File: src/rtl/ntt_seq_pkg.sv
// Purpose: shared constants, state encoding and opcode helper for the NTT op sequencer.
// Latency: n/a (package only).
// Backpressure: n/a (package only).
package ntt_seq_pkg;

  localparam int ADDR_W_DEF = 10;
  localparam int DATA_W_DEF = 64;

  localparam logic [2:0] OP_ADD  = 3'b000;
  localparam logic [2:0] OP_MULT = 3'b001;
  localparam logic [2:0] OP_SUB  = 3'b010;
  localparam logic [2:0] OP_BFLY = 3'b011;
  localparam logic [2:0] OP_ROM  = 3'b100;

  typedef enum logic [2:0] {
    ST_IDLE,
    ST_READ,
    ST_FETCH,
    ST_EXEC,
    ST_WRITE,
    ST_DONE
  } state_t;

  // 101..111 are reserved encodings.
  function automatic logic is_legal_op(input logic [2:0] op);
    return (op <= OP_ROM);
  endfunction

endpackage

File: src/rtl/ntt_op_sequencer.sv
// Purpose: walks one vector command over the coefficient RAM through the NTT arithmetic unit.
// Latency: 4 cycles per element (READ/FETCH/EXEC/WRITE), DONE one cycle after the last WRITE.
// Backpressure: cmd_ready only in IDLE; cmd_valid while busy is left unconsumed.
//
// Ports:
//   clk, rst_n                       clock, async active-low reset
//   cmd_*                            command handshake and fields (opcode, bases, length, w/q/mu)
//   rd_en, rd_addr_a/b, rd_data_a/b  dual-port RAM read, data one cycle after rd_en
//   wr_en_a/b, wr_addr_a/b, wr_data_a/b  RAM write ports (B only used by butterfly)
//   au_opcode, au_op_*, au_res_1/2   arithmetic unit operands and registered results
//   busy, done, err                  status: non-IDLE, one-cycle completion pulse, sticky illegal op
module ntt_op_sequencer
  import ntt_seq_pkg::*;
#(
  parameter int ADDR_W = ADDR_W_DEF,
  parameter int DATA_W = DATA_W_DEF
) (
  input  logic              clk,
  input  logic              rst_n,

  input  logic              cmd_valid,
  output logic              cmd_ready,
  input  logic [2:0]        cmd_opcode,
  input  logic [ADDR_W-1:0] cmd_addr_a,
  input  logic [ADDR_W-1:0] cmd_addr_b,
  input  logic [ADDR_W-1:0] cmd_len,
  input  logic [DATA_W-1:0] cmd_w,
  input  logic [DATA_W-1:0] cmd_q,
  input  logic [DATA_W-1:0] cmd_mu,

  output logic              rd_en,
  output logic [ADDR_W-1:0] rd_addr_a,
  output logic [ADDR_W-1:0] rd_addr_b,
  input  logic [DATA_W-1:0] rd_data_a,
  input  logic [DATA_W-1:0] rd_data_b,

  output logic              wr_en_a,
  output logic              wr_en_b,
  output logic [ADDR_W-1:0] wr_addr_a,
  output logic [ADDR_W-1:0] wr_addr_b,
  output logic [DATA_W-1:0] wr_data_a,
  output logic [DATA_W-1:0] wr_data_b,

  output logic [2:0]        au_opcode,
  output logic [DATA_W-1:0] au_op_a,
  output logic [DATA_W-1:0] au_op_b,
  output logic [DATA_W-1:0] au_op_w,
  output logic [DATA_W-1:0] au_op_q,
  output logic [DATA_W-1:0] au_op_mu,
  input  logic [DATA_W-1:0] au_res_1,
  input  logic [DATA_W-1:0] au_res_2,

  output logic              busy,
  output logic              done,
  output logic              err
);

  state_t state_q, state_d;

  logic [2:0]        op_q;
  logic [ADDR_W-1:0] ptr_a_q, ptr_b_q, cnt_q;
  logic [DATA_W-1:0] w_q, q_q, mu_q;
  logic [DATA_W-1:0] op_a_q, op_b_q;
  logic              err_q;

  logic accept;
  logic last_elem;

  assign accept    = cmd_valid && (state_q == ST_IDLE);
  // Count still holds the pre-decrement value during WRITE.
  assign last_elem = (cnt_q == ADDR_W'(1));

  // State register
  always_ff @(posedge clk or negedge rst_n) begin
    if (!rst_n) begin
      state_q <= ST_IDLE;
    end else begin
      state_q <= state_d;
    end
  end

  // Next state and control outputs
  always_comb begin
    state_d   = state_q;
    cmd_ready = 1'b0;
    rd_en     = 1'b0;
    wr_en_a   = 1'b0;
    wr_en_b   = 1'b0;
    busy      = 1'b1;
    done      = 1'b0;
    case (state_q)
      ST_IDLE: begin
        cmd_ready = 1'b1;
        busy      = 1'b0;
        if (cmd_valid) begin
          if (!is_legal_op(cmd_opcode) || (cmd_len == '0)) begin
            state_d = ST_DONE;
          end else begin
            state_d = ST_READ;
          end
        end
      end
      ST_READ: begin
        rd_en   = 1'b1;
        state_d = ST_FETCH;
      end
      ST_FETCH: state_d = ST_EXEC;
      ST_EXEC:  state_d = ST_WRITE;
      ST_WRITE: begin
        // Illegal opcodes never reach WRITE, so port A always writes here.
        wr_en_a = 1'b1;
        wr_en_b = (op_q == OP_BFLY);
        state_d = last_elem ? ST_DONE : ST_READ;
      end
      ST_DONE: begin
        done    = 1'b1;
        state_d = ST_IDLE;
      end
      default: state_d = ST_IDLE;
    endcase
  end

  // Datapath registers
  always_ff @(posedge clk or negedge rst_n) begin
    if (!rst_n) begin
      op_q    <= '0;
      ptr_a_q <= '0;
      ptr_b_q <= '0;
      cnt_q   <= '0;
      w_q     <= '0;
      q_q     <= '0;
      mu_q    <= '0;
      op_a_q  <= '0;
      op_b_q  <= '0;
      err_q   <= 1'b0;
    end else begin
      if (accept) begin
        op_q    <= cmd_opcode;
        ptr_a_q <= cmd_addr_a;
        ptr_b_q <= cmd_addr_b;
        cnt_q   <= cmd_len;
        w_q     <= cmd_w;
        q_q     <= cmd_q;
        mu_q    <= cmd_mu;
        err_q   <= !is_legal_op(cmd_opcode);
      end
      if (state_q == ST_FETCH) begin
        op_a_q <= rd_data_a;
        op_b_q <= rd_data_b;
      end
      if (state_q == ST_WRITE) begin
        // Natural wrap at 2^ADDR_W is intended.
        ptr_a_q <= ptr_a_q + ADDR_W'(1);
        ptr_b_q <= ptr_b_q + ADDR_W'(1);
        cnt_q   <= cnt_q - ADDR_W'(1);
      end
    end
  end

  // Address/data buses are zeroed outside their strobe so idle buses stay quiet.
  assign rd_addr_a = rd_en   ? ptr_a_q  : '0;
  assign rd_addr_b = rd_en   ? ptr_b_q  : '0;
  assign wr_addr_a = wr_en_a ? ptr_a_q  : '0;
  assign wr_data_a = wr_en_a ? au_res_1 : '0;
  assign wr_addr_b = wr_en_b ? ptr_b_q  : '0;
  assign wr_data_b = wr_en_b ? au_res_2 : '0;

  assign au_opcode = op_q;
  assign au_op_a   = op_a_q;
  assign au_op_b   = op_b_q;
  assign au_op_w   = w_q;
  assign au_op_q   = q_q;
  assign au_op_mu  = mu_q;

  assign err = err_q;

endmodule

File: config.mk
export PLATFORM = sky130hd
export DESIGN_NAME = ntt_op_sequencer
export DESIGN_NICKNAME = d
export VERILOG_FILES = /design/src/rtl/ntt_seq_pkg.sv /design/src/rtl/ntt_op_sequencer.sv
export SDC_FILE = /design/constraint.sdc
export NUM_CORES = 1
export LEC_CHECK = 0
export ABC_AREA = 1
export BUFFER_PORTS_ARGS = -buffer_cell sky130_fd_sc_hd__buf_4
export CELL_PAD_IN_SITES_DETAIL_PLACEMENT = 0
export CELL_PAD_IN_SITES_GLOBAL_PLACEMENT = 1
export CORE_AREA = 8 8 372 374
export CTS_BUF_LIST = sky130_fd_sc_hd__clkbuf_16
export CTS_CLUSTER_SIZE = 24
export DETAILED_ROUTE_END_ITERATION = 8
export DIE_AREA = 0 0 380 382
export GPL_TIMING_DRIVEN = 0
export PLACE_DENSITY_LB_ADDON = 0.15
export SYNTH_ARGS = -nofsm -noshare
export SYNTH_HDL_FRONTEND = slang
export SYNTH_SLANG_ARGS = --single-unit
File: constraint.sdc
create_clock -name clk -period 4.2 [get_ports clk]
set_input_delay 1.26 -clock clk [delete_from_list [all_inputs] [get_ports clk]]
set_output_delay 1.26 -clock clk [all_outputs]
set_load 0.05 [all_outputs]
After elaboration in Yosys (flattened, before gate mapping)
Cells that the tools add are included.
Storage, ports and cells
  flip-flop bits (word level): 357
  input port bits: 484
  output and inout port bits: 498
  logic and storage cells: 51
Cells by class
  $lt $le $gt $ge: 1
  add/sub/neg operators: 3
  eq/ne operators: 8
  muxes and demuxes: 22
  reductions and logical operators: 6
Operators by type and width (count)
  two-way mux 64 bit: 2
  two-way mux 10 bit: 10
  adder 10 x 1 -> 10 bit, second input constant: 2
  case mux 3 bit (5 select lines): 1
  equality test 10 x 1 -> 1 bit, second input constant: 1
  zero test 10 bit: 1
  subtractor 10 x 1 -> 10 bit, second input constant: 1
  equality test 3 x 2 -> 1 bit, second input constant: 3
  two-way mux 3 bit: 3
  equality test 3 bit, second input constant: 2
  two-way mux 1 bit: 6
  equality test 3 x 1 -> 1 bit, second input constant: 1
  <= comparator 3 bit, second input constant: 1
  zero test 3 bit: 1
  inequality test 2 bit, second input constant: 1
  nonzero test 2 bit: 1
  logical AND 1 bit: 1
  zero test 1 bit: 1
  logical OR 1 bit: 1

Longest topological paths before layout
Gate-level depths: netlist (run 1).
  depth after elaboration: 6
  gate-level depth with buffers: 8
  mapped depth without buffers: 8

Least setup slack after synthesis (run 1)
Ideal clock, no wire load.
  kind: reg-to-output
  start point: register state_q[2]
  end point: output rd_addr_b[0]
  data arrival time: 2667 ps
  buffers on the path: 1
  data required time: 2940 ps
  setup slack: 273 ps
  cell stages (with the launch flop): 5
  cells stage by stage: dfrtp_1 nor3_1 inv_1 clkbuf_1 nor2_1
Between the ends
  cells in the longest elaborated chain, start to end: 3
Ends and longest elaborated chain
  from (decl): RTL line ntt_op_sequencer.sv:58  | state_t state_q, state_d;
  from (signal assigned): RTL line ntt_op_sequencer.sv:78  | state_q <= state_d;
  equality test 3 x 1 -> 1 bit: RTL line ntt_op_sequencer.sv:91  | case (state_q)
  two-way mux 1 bit: RTL line ntt_op_sequencer.sv:91
  net rd_en: RTL line ntt_op_sequencer.sv:31  | output logic rd_en,
  two-way mux 10 bit: RTL line ntt_op_sequencer.sv:162  | assign rd_addr_b = rd_en ? ptr_b_q : '0;
  to (decl): RTL line ntt_op_sequencer.sv:33  | output logic [ADDR_W-1:0] rd_addr_b,
The timed path passes the listed nets, and every way through them passes these cells.

Worst setup path after layout (run 1)
  start point: register state_q[1]
  end point: output wr_data_b[16]
Between the ends
  cells in the longest elaborated chain, start to end: 3
Ends and longest elaborated chain
  equality test 3 bit: RTL line ntt_op_sequencer.sv:91
  two-way mux 1 bit: RTL line ntt_op_sequencer.sv:91
  two-way mux 64 bit: RTL line ntt_op_sequencer.sv:166  | assign wr_data_b = wr_en_b ? au_res_2 : '0;
  to (decl): RTL line ntt_op_sequencer.sv:42  | output logic [DATA_W-1:0] wr_data_b,
Every way passes these cells.

==> results by group, run 1 <==
Timing
  – Final setup fails: 0
  – Worst slew pin tran: 0.871 ns
  – Worst Skew: 0.0426 ns
  – Tcrit/Tclk final: 93.1%
  – WHS: 0.469 ns
  – RSZ-0062 raised after global routing: no
  – Worst rel slew slack: 41.9%
  – Fin. max-slew vios: 0
  – Setup ws final: 0.290 ns
  – Post-Route Setup TNS: 0 ns
  – F_max: 256 MHz
  – Fin. Hold Viols: 0
  – Tmin final: roughly 4 ns

Clocking
  – CTS tree: built
  – CTS clock-pin slew for the worst setup and hold paths: 0.06 ns
  – H-tree level count: 2
  – Root Buffer: clkbuf_16
  – CTS Hold Bufs: 0
  – Clock latency at the later pin of the worst-skew pair: 0.63 ns
  – Cts bufs inserted: 51
  – CTS sink cnt: 357
  – Clk buf depth: 3
  – Setup Buffers After CTS: 0

Logic synthesis
  – Mapped Cells: 1729
  – Sequential-to-total area share from yosys stat: 58.0%
  – Share of the synthesized area in the top cell type: 58.0%
  – Mean Syn Cell Area: between 8 and 9 sq um
  – Post-synthesis cell type count: 27
  – Largest area contributor in the netlist: dfrtp_1
  – Post-Syn Area: about 15000 sq um
  – Total nets after synthesis: 2217
  – Top post-synthesis cells by area: dfrtp_1 (58%), nand2_1 (16%), mux2_2 (9.4%)
  – Yosys Warn Count: 0
  – Post-synthesis register bit count: around 360

Worst setup path
  – CP Launch Type: register
  – RR Startpoint: state_q[1]
  – Reg2reg end: au_op_w[6]
  – Worst Reg2Reg Path Length in Cells: 7
  – Worst Path Arrival: 2.65 ns
  – Critical Path Fanout Max: 10
  – Crit path kind: reg -> out
  – CP Capture Type: primary output
  – Crit. Startpoint: state_q[1]
  – Internal reg-to-reg setup slack: between 2 and 2.5 ns
  – Req. time, crit path: 2.94 ns

Global route
  – Largest net degree at the start of global routing: 97
  – All-Layer GR Usage: approximately an eighth
  – Initial antenna violation count: 24
  – First-pass GRT wire length: 134 mm
  – Vias in the first global route: 16500
  – Grt total ovfl: 0

Power and ir drop
  – Sw power: 12.8 mW
  – Worst vdd ir: 0.321 mV
  – Comb pwr share: 57.5%
  – Sw Ratio: 52.7%
  – Pwr dens: 915 nW/um^2
  – Clock power share: between 15 and 20%
  – Internal power: 11.6 mW
  – Reg power frac: approximately a quarter
  – Leak: 14.2 nW

Cells and area
  – Share of layout cells above drive strength 1: 44.7%
  – Commonest non-fill, non-tap cell in the layout: buf_4
  – Most frequent cells in the layout: buf_4 (993), nand2_1 (665), dfrtp_1 (357)
  – Filler instances: 15100
  – Non-Filler Instances: between 4000 and 5000
  – Design area: 26700 sq um
  – Area delta synth->final: 73.3%
  – Final #Nets: 3254

Place
  – RePlAce Congestion: 0.775
  – Hpwl dp: 79.3 mm
  – I/O Buffers: 981
  – Placed Cells incl. Taps: 4481
  – Pre-CTS WS: 0.375 ns
  – Placed cell area: 25100 sq um

Routing
  – WL/cell: 21.0 um
  – Routed Antenna Nets: 0
  – Post-DR vias/cell: 3.34
  – Total Wirelength: 96.5 mm
  – DRT iter0 DRCs: 589
  – Pre-Repair DR Iteration Count: 7
  – DR DRC count: 0
  – Via count: 15300

Floorplanning
  – Core area: approximately 130000 sq um
  – Die area: approximately 150000 sq um
  – Initial core utilization: 11.6%
  – Chip Height: 382 um
  – Die Width: between 300 and 400 um
  – Cell row count: between 100 and 150
  – I/O Pins: 982

Hold path
  – Worst hold-check path type: reg -> reg
  – Critical hold path startpoint: au_op_q[42]
  – Hold path depth: 2
  – Hold endpoint: au_op_q[42]

Run
  – Max-cap viol count: 0

Outcome
  – Status: finished clean
[critical path, cell delays in order, from the launching register on]
cell and delay [ns]:
dfrtp_1 0.45, nor2_2 0.18, nand2_2 0.18, nor2_4 0.24, inv_2 0.06, buf_2 0.22
buf_2 0.23, nor2_1 0.24, buf_4 0.26
[cell families after synthesis]
family          share of synthesized area (%)
xor+xnor                                0.114
compound gates                           2.03
buf+inv                                  7.12
flops                                    58.0
mux                                      9.37
simple gates                             23.0
fa+ha+maj                               0.325
[through the flow]
step | util, % | power (mW)
after detailed placement | 18.9 | 20.6
after global routing | 20.1 | 25.8
final | 20.1 | 24.4
after CTS | 20.1 | 25.0
after floorplan | - | 15.0
after global placement | 18.8 | 20.6
[registers in the layout, summed over array words and instances, names as in the netlist]
name / cells
au_op_a: 64
au_op_b: 64
au_op_mu: 64
au_op_q: 64
au_op_w: 64
au_opcode: 3
cnt_q: 10
err: 1
ptr_a_q: 10
ptr_b_q: 10
state_q: 3
[synthesized netlist by cell type, drive strengths merged]
cell,count
a21oi,13
a22oi,3
a31oi,1
buf,73
clkbuf,12
dfrtp,357
ha,4
inv,174
mux2,128
nand2,666
nand3,35
nand4,2
nor2,216
nor3,6
o211a,1
o211ai,5
o21a,1
o21ai,22
o21bai,1
o221ai,1
o22ai,6
xor2,2
[layout make-up]
| type | instances | area, sq um | share of cell area, % |
|---|---|---|---|
| Buffer | 85 | 443 | 1.66 |
| Inverter | 174 | 653 | 2.45 |
| Sequential cell | 357 | 8930 | 33.5 |
| Antenna cell | 21 | 52.6 | 0.197 |
| Clock buffer | 53 | 1330 | 4.97 |
| Clock inverter | 39 | 225 | 0.844 |
| Multi-Input combinational cell | 1113 | 5370 | 20.1 |
| Timing Repair Buffer | 984 | 7450 | 27.9 |
| Tap cell | 1768 | 2210 | 8.29 |
[repair_timing]
| action | in CTS | in global routing |
|---|---|---|
| gates resized for setup | 3 | 1 |
| pin swaps | 0 | 0 |
| setup endpoints to repair | 61 | 1 |
[worst max-delay path by stage]
stage,slack (ns),end
floorplan,0.27,rd_addr_b[0]
global placement,-2.66,au_op_mu[36]
detailed placement,0.38,wr_data_b[38]
CTS,0.006,wr_data_b[16]
global route,0.13,wr_data_b[51]
finish,0.29,wr_data_b[16]
[power groups by stage]
stage	sequential (mW)	clock, mW	combinational, mW
after detailed placement	6.25	0	14.4
final	6.22	4.15	14.0
after global placement	6.24	0	14.4
after global routing	6.46	4.48	14.9
after floorplan	11.3	0	3.68
after CTS	6.23	4.38	14.4
[metal layers]
metal,share of wire (%),GRT usage [%],vias to the layer above
met4,2.6,4.36,14
met2,53,23.1,531
met1,36,13.1,7303
met5,0.10,0,-
li1,-,-,7383
met3,8.8,5.17,109
(Power assumes the default switching activity.)
==> run 2: changes to the inputs <==
--- a/config.mk
+++ b/config.mk
@@ -5,17 +5,17 @@
 export SDC_FILE = /design/constraint.sdc
 export NUM_CORES = 1
 export LEC_CHECK = 0
-export ABC_AREA = 1
 export BUFFER_PORTS_ARGS = -buffer_cell sky130_fd_sc_hd__buf_4
 export CELL_PAD_IN_SITES_DETAIL_PLACEMENT = 0
 export CELL_PAD_IN_SITES_GLOBAL_PLACEMENT = 1
-export CORE_AREA = 8 8 372 374
+export CORE_AREA = 8 8 379 381
 export CTS_BUF_LIST = sky130_fd_sc_hd__clkbuf_16
 export CTS_CLUSTER_SIZE = 24
 export DETAILED_ROUTE_END_ITERATION = 8
-export DIE_AREA = 0 0 380 382
+export DIE_AREA = 0 0 387 389
 export GPL_TIMING_DRIVEN = 0
 export PLACE_DENSITY_LB_ADDON = 0.15
+export RECOVER_POWER = 25
 export SYNTH_ARGS = -nofsm -noshare
 export SYNTH_HDL_FRONTEND = slang
 export SYNTH_SLANG_ARGS = --single-unit
==> constraint.sdc (replaced) <==
create_clock -name clk -period 4.7 [get_ports clk]
set_input_delay 1.41 -clock clk [delete_from_list [all_inputs] [get_ports clk]]
set_output_delay 1.41 -clock clk [all_outputs]
set_load 0.05 [all_outputs]
==> results by group, run 2 <==
Outcome
  – Status: complete, but fails checks
  – Violated checks: capacitance limit, slew limit

Power and ir drop
  – Sw Ratio: 52.6% (-0.071 points)
  – Leak: 13.3 nW (-6.6%)
  – Tot Pwr: 21.6 mW (-12%)
  – Worst vdd ir: 0.283 mV (-12%)
  – Pwr dens: 822 nW/um^2 (-10%)
  – Sw power: 11.4 mW (-12%)
  – Internal power: 10.2 mW (-11%)
  – Comb pwr share: 57.6% (about the same)
  – Clock power share: 16.5% (-0.5 points)
  – Reg power frac: 25.9% (+0.4 points)

Routing
  – Total Wirelength: 92.9 mm (-3.7%)
  – DRT iter0 DRCs: 499 (-15%)
  – WL/cell: 21.2 um (+0.77%)
  – Routed Antenna Nets: 0 (unchanged)
  – DR DRC count: 0 (unchanged)
  – Post-DR vias/cell: 3.36 (+0.71%)
  – Pre-Repair DR Iteration Count: 4 (-3)
  – Via count: 14800 (-3.8%)

Logic synthesis
  – Yosys Warn Count: 0 (unchanged)
  – Largest area contributor in the netlist: dfrtp_1
  – Post-synth ARST share: 100% (unchanged)
  – Post-synthesis register bit count: 357 (unchanged)
  – Mean Syn Cell Area: 10.0 sq um (+13%)
  – Sequential-to-total area share from yosys stat: 59.2% (+1.2 points)
  – Post-synthesis cell type count: 48 (+78%)
  – Post-synth EDFFs: 0 (unchanged)
  – Share of the synthesized area in the top cell type: 59.2% (+1.2 points)
  – Commonest cells post-synth: nand2_1 (612), dfrtp_1 (357), and2_1 (165)
  – Mapped Cells: 1504 (-13%)
  – Cell with the most instances after synthesis: nand2_1
  – Top post-synthesis cells by area: dfrtp_1 (59%), nand2_1 (15%), mux2_2 (9.6%)
  – Total nets after synthesis: 1992 (-10%)
  – Post-Syn Area: 15100 sq um (-2.0%)
  – Most used DFF post-synth: dfrtp_1

Timing
  – Worst slew pin tran: 1.88 ns (+1.01 ns)
  – F_max: 231 MHz
  – Post-Route Setup TNS: 0 ns (unchanged)
  – WHS: 0.475 ns (+0.00552 ns)
  – RSZ-0062 raised after global routing: no
  – Tcrit/Tclk final: 91.9%
  – Fin. Hold Viols: 0 (unchanged)
  – Fin. max-slew vios: 67 (+67)
  – Tmin final: 4.32 ns
  – Final setup fails: 0 (unchanged)
  – Worst rel slew slack: -25.4% (-67 points)
  – Worst Skew: 0.0361 ns (-0.00648 ns)

Global route
  – Grt total ovfl: 0 (unchanged)
  – Vias in the first global route: 15900 (-4.1%)
  – All-Layer GR Usage: 11.7% (-0.92 points)
  – Largest net degree at the start of global routing: 103 (+6.2%)
  – First-pass GRT wire length: 129 mm (-3.7%)
  – Initial antenna violation count: 15 (-38%)

Cells and area
  – Commonest non-fill, non-tap cell in the layout: buf_4
  – Share of layout cells above drive strength 1: 48.1% (+3.4 points)
  – Area delta synth->final: 74.1%
  – Final #Nets: 3029 (-6.9%)
  – Core Util, Final: 19.0% (-1.1 points)
  – Most frequent cells in the layout: buf_4 (980), nand2_1 (612), dfrtp_1 (357)

Floorplanning
  – Core area: 138000 sq um (+4.2%)
  – Die Width: 387 um (+1.8%)
  – Chip Height: 389 um (+1.8%)
  – Cell row count: 137 (+2.2%)
  – Die area: 151000 sq um (+3.7%)
  – I/O Pins: 982 (unchanged)
  – Initial core utilization: 10.9% (-0.68 points)

Worst setup path
  – Largest stage delay on the critical path: 0.42 ns (-0.03 ns)
  – Req. time, crit path: 3.29 ns (+0.35 ns)
  – CP Capture Type: primary output
  – CP Launch Type: register
  – Critical Path Fanout Max: 10 (unchanged)
  – Crit path max-delay cell type: dfrtp_1
  – Reg2reg end: au_op_q[16]
  – RR Startpoint: state_q[1]
  – Crit path kind: reg -> out
  – Worst Path Arrival: 2.91 ns (+0.26 ns)
  – Worst Reg2Reg Path Length in Cells: 6 (-1)
  – Cell Chain, Critical Path: or3b_1 > buf_6 > inv_4 > buf_2 > clkbuf_1 > and2_1 > buf_4
  – Internal reg-to-reg setup slack: 1.63 ns (-0.38 ns)

Clocking
  – CTS Hold Bufs: 0 (unchanged)
  – Clk buf depth: 3 (unchanged)
  – CTS sink cnt: 357 (unchanged)
  – Clock latency at the later pin of the worst-skew pair: 0.63 ns (about the same)
  – Root Buffer: clkbuf_16
  – H-tree level count: 2 (unchanged)
  – CTS tree: built
  – CTS clock-pin slew for the worst setup and hold paths: 0.06 ns (about the same)
  – CTS resizes: 0 (-3)
  – Setup Buffers After CTS: 0 (unchanged)
  – Cts bufs inserted: 51 (unchanged)

Run
  – Max-cap viol count: 1 (+1)

Hold path
  – Hold endpoint: au_op_w[6]
  – Worst hold-check path type: reg -> reg
  – Hold path depth: 2 (unchanged)
  – Critical hold path startpoint: au_op_w[6]

Place
  – RePlAce Congestion: 0.910 (+17%)
  – Hpwl dp: 77.0 mm (-3.0%)
  – I/O Buffers: 981 (unchanged)
run 2: cell types whose count changed after synthesis, sizes merged, moves of 7 or more:
cell    previous run  this run
nor2             216        26
inv              174         8
and2               0       165
nand2            666       613
clkbuf            12        37
nand3             35        12
buf               73        51
o21ai             22        10
nor4               0        10
nor3               6        13
run 2: kinds of logic after synthesis:
family	count (synthesis)	share of synthesized area (%)
XOR/XNOR	1	0.0581
AND/OR/NAND/NOR	863	25.3
multiplexers	130	9.69
adder cells (fa/ha/maj)	4	0.332
flip-flops	357	59.2
buffers and inverters	96	2.94
AO/OA/AOI/OAI	53	2.50
run 2: critical path: cells and delay by family (launching register included):
family                 cells  cell delay [ns]
buffers and inverters      5             1.19
AND/OR/NAND/NOR            2             0.68
flip-flops                 1             0.42
run 2: metrics by stage:
step,instances,area (sq um),worst slack (ns)
2_1_floorplan,1504,15100,0.696
3_3_place_gp,4292,24700,-1.93
3_5_place_dp,4295,24800,0.444
4_1_cts,4385,26300,0.288
5_1_grt,4387,26300,0.114
6_report,4389,26300,0.380
run 2: worst max path at each step:
stage / startpoint / endpoint / depth (start not counted)
after floorplan: state_q[2] / wr_addr_b[8] / 4
after global placement: rst_n / au_op_w[45] / 1
after detailed placement: cmd_valid / au_op_q[10] / 6
after CTS: state_q[2] / wr_data_a[33] / 7
after global routing: state_q[1] / rd_addr_b[6] / 6
final: state_q[2] / wr_data_a[33] / 7
run 2: final cells by class:
cell class / count / area, sq um
plain buffers: 88 / 409
repair buffers: 984 / 7420
fillers: 15400 / 112000
clock inverters: 39 / 219
flip-flops and latches: 357 / 8930
well taps: 1807 / 2260
clock buffers: 51 / 1280
multi-input cells: 1051 / 5710
inverters: 8 / 32.5
diodes: 4 / 10.0
run 2: metal layers:
metal / track usage [%] / part of all wire [%] / wire, um
met1: 12.4 / 36 / 33500
met2: 21.8 / 53 / 49300
met3: 4.90 / 9.1 / 8460
met5: 0 / 0.091 / 85
met4: 2.55 / 1.8 / 1630
run 2: power groups by stage:
stage	clock network (mW)	registers, mW	logic, mW
after floorplan	0	10.2	3.28
after global placement	0	5.61	12.7
after detailed placement	0	5.64	12.7
after CTS	3.78	5.62	12.7
after global routing	3.89	5.83	13.1
final	3.57	5.60	12.4
